## src/rtl/ltl_monitor_pkg.sv

```systemverilog
// Shared types and default sizing for the LTL monitor report path.
package ltl_monitor_pkg;

  localparam int LTL_NUM_REPORTS = 4;
  localparam int LTL_IDX_W       = 16;
  localparam int LTL_DEPTH       = 8;
  localparam int LTL_DROP_W      = 8;

  // One captured report: the symbol index it fired on plus the report STE bits.
  typedef struct packed {
    logic [LTL_IDX_W-1:0]       idx;
    logic [LTL_NUM_REPORTS-1:0] reports;
  } report_entry_t;

endpackage

```

## src/rtl/ltl_report_fifo.sv

```systemverilog
// First-word-fall-through FIFO for report entries. It has no overflow policy:
// the caller must never push while full unless it pops in the same cycle.
module ltl_report_fifo
  import ltl_monitor_pkg::*;
#(
  parameter int DEPTH = LTL_DEPTH,
  parameter int WIDTH = LTL_IDX_W + LTL_NUM_REPORTS
) (
  input  logic                       clk,
  input  logic                       reset,
  input  logic                       flush,
  input  logic                       push,
  input  logic                       pop,
  input  logic [WIDTH-1:0]           push_data,
  output logic [WIDTH-1:0]           head_data,
  output logic                       full,
  output logic                       empty,
  output logic [$clog2(DEPTH+1)-1:0] count
);

  localparam int PTR_W = $clog2(DEPTH);
  localparam int CNT_W = $clog2(DEPTH+1);

  logic [WIDTH-1:0] mem [DEPTH];
  logic [PTR_W-1:0] wr_ptr;
  logic [PTR_W-1:0] rd_ptr;

  // Pointers wrap naturally; occupancy lives in its own register so full/empty are unambiguous.
  always_ff @(posedge clk or posedge reset) begin
    if (reset) begin
      wr_ptr <= '0;
      rd_ptr <= '0;
      count  <= '0;
    end else if (flush) begin
      wr_ptr <= '0;
      rd_ptr <= '0;
      count  <= '0;
    end else begin
      if (push) wr_ptr <= wr_ptr + PTR_W'(1);
      if (pop)  rd_ptr <= rd_ptr + PTR_W'(1);
      case ({push, pop})
        2'b10:   count <= count + CNT_W'(1);
        2'b01:   count <= count - CNT_W'(1);
        default: count <= count;
      endcase
    end
  end

  // Storage is deliberately not reset; only the pointers define what is valid.
  always_ff @(posedge clk) begin
    if (push && !flush) mem[wr_ptr] <= push_data;
  end

  assign head_data = mem[rd_ptr];
  assign empty     = (count == '0);
  assign full      = (count == CNT_W'(DEPTH));

endmodule

```

## src/rtl/ltl_report_collector.sv

```systemverilog
// Captures {symbol index, report vector} whenever a monitored symbol fires any
// report, buffers the entries, and tracks drops with sticky/saturating status.
module ltl_report_collector
  import ltl_monitor_pkg::*;
#(
  parameter int NUM_REPORTS = LTL_NUM_REPORTS,
  parameter int DEPTH       = LTL_DEPTH,
  parameter int IDX_W       = LTL_IDX_W,
  parameter int DROP_W      = LTL_DROP_W
) (
  input  logic                       clk,
  input  logic                       reset,
  input  logic                       clear,
  input  logic                       run,
  input  logic [NUM_REPORTS-1:0]     report_in,
  output logic                       out_valid,
  input  logic                       out_ready,
  output logic [IDX_W-1:0]           out_index,
  output logic [NUM_REPORTS-1:0]     out_reports,
  output logic [$clog2(DEPTH+1)-1:0] count,
  output logic                       overflow,
  output logic [DROP_W-1:0]          drop_count,
  output logic                       any_report
);

  localparam int ENTRY_W = IDX_W + NUM_REPORTS;

  logic [IDX_W-1:0]   sym_idx;
  logic [ENTRY_W-1:0] head_data;
  logic               fifo_full;
  logic               fifo_empty;
  logic               push_req;
  logic               push_accept;
  logic               pop;
  logic               drop;

  // Clear masks both sides of the FIFO so a flush cycle never moves data.
  assign push_req    = run & (|report_in) & ~clear;
  assign pop         = out_valid & out_ready & ~clear;
  assign push_accept = push_req & (~fifo_full | pop);
  assign drop        = push_req & ~push_accept;

  ltl_report_fifo #(
    .DEPTH (DEPTH),
    .WIDTH (ENTRY_W)
  ) u_fifo (
    .clk       (clk),
    .reset     (reset),
    .flush     (clear),
    .push      (push_accept),
    .pop       (pop),
    .push_data ({sym_idx, report_in}),
    .head_data (head_data),
    .full      (fifo_full),
    .empty     (fifo_empty),
    .count     (count)
  );

  // Head data is forced to zero while empty so nothing stale leaks out, e.g. during reset.
  assign out_valid   = ~fifo_empty;
  assign out_index   = out_valid ? head_data[ENTRY_W-1:NUM_REPORTS] : '0;
  assign out_reports = out_valid ? head_data[NUM_REPORTS-1:0] : '0;

  // Symbol index counts every run cycle and simply wraps.
  always_ff @(posedge clk or posedge reset) begin
    if (reset)      sym_idx <= '0;
    else if (clear) sym_idx <= '0;
    else if (run)   sym_idx <= sym_idx + IDX_W'(1);
  end

  // Sticky overflow and saturating drop counter for entries that found no room.
  always_ff @(posedge clk or posedge reset) begin
    if (reset) begin
      overflow   <= 1'b0;
      drop_count <= '0;
    end else if (clear) begin
      overflow   <= 1'b0;
      drop_count <= '0;
    end else if (drop) begin
      overflow <= 1'b1;
      if (drop_count != {DROP_W{1'b1}}) drop_count <= drop_count + DROP_W'(1);
    end
  end

  // Remembers that anything fired this trace, whether it was kept or dropped.
  always_ff @(posedge clk or posedge reset) begin
    if (reset)         any_report <= 1'b0;
    else if (clear)    any_report <= 1'b0;
    else if (push_req) any_report <= 1'b1;
  end

endmodule

```

## config.mk

```make
export PLATFORM = sky130hd
export DESIGN_NAME = ltl_report_collector
export DESIGN_NICKNAME = d
export VERILOG_FILES = /design/src/rtl/ltl_monitor_pkg.sv /design/src/rtl/ltl_report_fifo.sv /design/src/rtl/ltl_report_collector.sv
export SDC_FILE = /design/constraint.sdc
export NUM_CORES = 1
export LEC_CHECK = 0
export ABC_AREA = 1
export CORE_MARGIN = 4
export CORE_UTILIZATION = 60
export DETAILED_ROUTE_END_ITERATION = 10
export GPL_ROUTABILITY_DRIVEN = 0
export PLACE_DENSITY = 0.9
export SYNTH_ARGS = -nofsm -noshare
export SYNTH_HDL_FRONTEND = slang
export SYNTH_HIERARCHICAL = 1
export SYNTH_SLANG_ARGS = --single-unit
```

## constraint.sdc

```tcl
create_clock -name clk -period 3.6 [get_ports clk]
set_clock_uncertainty 0.05 [all_clocks]
set_input_delay 0.36 -clock clk [delete_from_list [all_inputs] [get_ports clk]]
set_output_delay 0.36 -clock clk [all_outputs]
set_load 0.02 [all_outputs]
```

==> metrics.txt <==
nets=897; Reg-to-Reg Start=u_fifo/count[1]$_DFFE_PP0P_; initial cell density of the core=61.9%; Post-route DRC=0; crit path launch type=register; DR pass1 iterations=7; Final Non-Filler Cells=1075; DIE AREA=16400 µm²; Final period util=91.6%; all-layer global routing usage=25.8%; cell internal pwr=0.00379 W; Row Count=43; IO buf count=43; initial antenna violation count=0; initial detailed-routing violation count=787; Top Usage Layer GRT=met2; vias in the first global route=6190; relative slew slack=33.1%; min Tclk post-route=3300 ps; CP required=3190 ps; Die Height=128 µm; CP Launch Point=u_fifo/rd_ptr[0]$_DFFE_PP0P_; clock tree buffer depth=2; Max FO, Critical Path=78; multi-input logic area=2490 µm²; Antenna Cells=0; synthesized area=8650 µm²; syn_area_per_cell=10.3 µm²; post-route ant nets=0; via count=6341; core area=14000 µm²; placed cells=1043; Sw Share=24.7%; die width=128 µm; WHS=192 ps; Clock Power Share=38.7%; HP Class=primary input to asynchronous set/reset pin; Final Cell Area=9900 µm²; Reg power frac=50.3%; area growth from synthesis to layout=14.4%; WL/cell=18.8 µm; Psw=0.00124 W; number of synthesized flops with an enable pin=160; first-pass GRT wire length=32300 µm; Seq cells post-synth=196; global routing usage on met2=41.3%; clk_lat worst skew=430 ps; synth warn=6; share of post-route cells with drive strength above 1=10.2%; critical path arrival=2890 ps; Final HPWL DP=12700 µm; Post-Syn Nets=852; post-CTS setup buffers=0; Worst Tran Pin Value=1000 ps; total gr overflow=0; final-report hold violation count=0; I/O Pins=44; status=finished, final reports clean; Vias per Instance=5.90; met1 Use GR=33.9%; area post-placement=9280 µm²; H-tree Lvls=4; root buffer cell=clkbuf_16; Setup crit end kind=primary output; fin. max-slew vios=0; clock sinks=196; CTS tree=done; setup TNS=0 ps; CTS hold repair buffers=0; Synth Flop Type=edfxtp_1; # setup viols final=0; Crit Path Class=register to primary output; Max Fclk=303 MHz; largest net degree at the start of global routing=82; FILL cells=923; Post-Syn Instances=837; post-cts resize count=0; async set or reset register ratio after synthesis=18.4%; synth unique cells=36; RSZ-0062 raised after global routing=no; Num CTS Buffers=17; WL final=20200 µm; register area share after synthesis=65.9%; Static Leak=3.76 nW; register area=5710 µm²; grt met3 use=5.67%; VDD IR max=0.300 mV; combinational share of power=11.0%; Clk pin slew, worst setup/hold paths=70 ps; total of max-cap violations=0; power per cell area=508 nW/µm²
cells in the mapped netlist (6+ instances only):
| cell | count | area (µm²) |
|---|---|---|
| nand3_1 | 23 | 115 |
| buf_6 | 6 | 67.6 |
| a21oi_1 | 10 | 50.1 |
| ha_1 | 6 | 75.1 |
| buf_2 | 16 | 80.1 |
| inv_1 | 60 | 225 |
| nand4_1 | 6 | 37.5 |
| o21ai_1 | 83 | 415 |
| o21ai_0 | 53 | 265 |
| dfrtp_1 | 36 | 901 |
| nand2_1 | 138 | 518 |
| buf_4 | 6 | 45.0 |
| edfxtp_1 | 160 | 4800 |
| nor2_1 | 182 | 683 |
| nor3_1 | 9 | 45.0 |
per-layer routing:
| metal | vias up | part of all wire [%] |
|---|---|---|
| li1 | 2909 | - |
| met1 | 3036 | 38 |
| met2 | 341 | 50 |
| met3 | 55 | 8.4 |
| met4 | 0 | 3.0 |
| met5 | - | 0 |
placed cells by master (no fill, tap or decap), types with 4 or more instances in the layout:
cell / count
nand2_2: 5
inv_2: 4
ha_1: 6
o21ai_0: 53
clkdlybuf4s50_1: 43
o21ai_1: 83
nor2_2: 10
nor2_1: 174
nand4_1: 6
edfxtp_1: 160
nand2_1: 138
inv_1: 60
nand3_1: 23
clkbuf_16: 17
nand2_4: 4
a21oi_1: 10
clkinv_4: 4
nor3_1: 8
buf_4: 16
dfrtp_1: 34
sequential cells by signal, summed over array words and instances, names as in the netlist:
register and count:
u_fifo/mem 160, sym_idx 16, drop_count 8, u_fifo/count 4, u_fifo/rd_ptr 3, u_fifo/wr_ptr 3
any_report 1, overflow 1
power groups by stage:
stage	clock network [W]	logic, W	registers, W
after floorplan	0	0.000350	0.00256
after global placement	0	0.000513	0.00257
after detailed placement	0	0.000538	0.00258
after CTS	0.00196	0.000545	0.00253
after global routing	0.00206	0.000601	0.00254
final	0.00195	0.000552	0.00253
layout make-up:
class	count	share of cell area, %
multi-input cells	539	25.2
repair buffers	62	6.08
clock buffers	18	4.44
well taps	180	2.28
flip-flops and latches	196	57.7
inverters	66	2.58
clock inverters	14	1.77
path summary, 6_finish.rpt:
| kind | slack [ps] | end | cells after the start |
|---|---|---|---|
| hold reg to reg | 440 | any_report$_DFFE_PP0P_ | 2 |
| min in group clk | 440 | any_report$_DFFE_PP0P_ | 2 |
| setup / recovery | 300 | out_index[14] | 9 |
| setup reg to reg | 830 | u_fifo/mem[0][7]$_DFFE_PP_ | 12 |
| hold / removal | 190 | u_fifo/wr_ptr[0]$_DFFE_PP0P_ | 2 |
| max in group asynchronous | 2440 | sym_idx[3]$_DFFE_PP0P_ | 2 |
cell families after synthesis:
kind of cell | Yosys count | share of synthesized area, %
adders and majority gates | 6 | 0.868
and+or+nand+nor | 380 | 18.6
buffers and inverters | 102 | 5.52
AOI/OAI and AO/OA | 151 | 8.91
DFF | 196 | 65.9
xor gates and xnor gates | 2 | 0.202
per-stage QoR:
stage          util [%]  total power, W  setup WS [ps]
3_3_place_gp       66.4         0.00309            531
4_1_cts            70.7         0.00504            178
5_1_grt            70.8         0.00520           92.3
3_5_place_dp       66.4         0.00312            376
6_report           70.8         0.00503            304
2_1_floorplan         -         0.00291            681
worst max-delay path, stage by stage, from the launching register on:
cell	delay, ps
dfrtp_2	430
inv_4	550
buf_4	270
nor2_1	50
o21ai_1	200
nand2_1	100
nand2_1	100
inv_1	40
nor2_1	70
clkdlybuf4s50_1	610
Note: power is estimated with default switching activity, not from simulation.
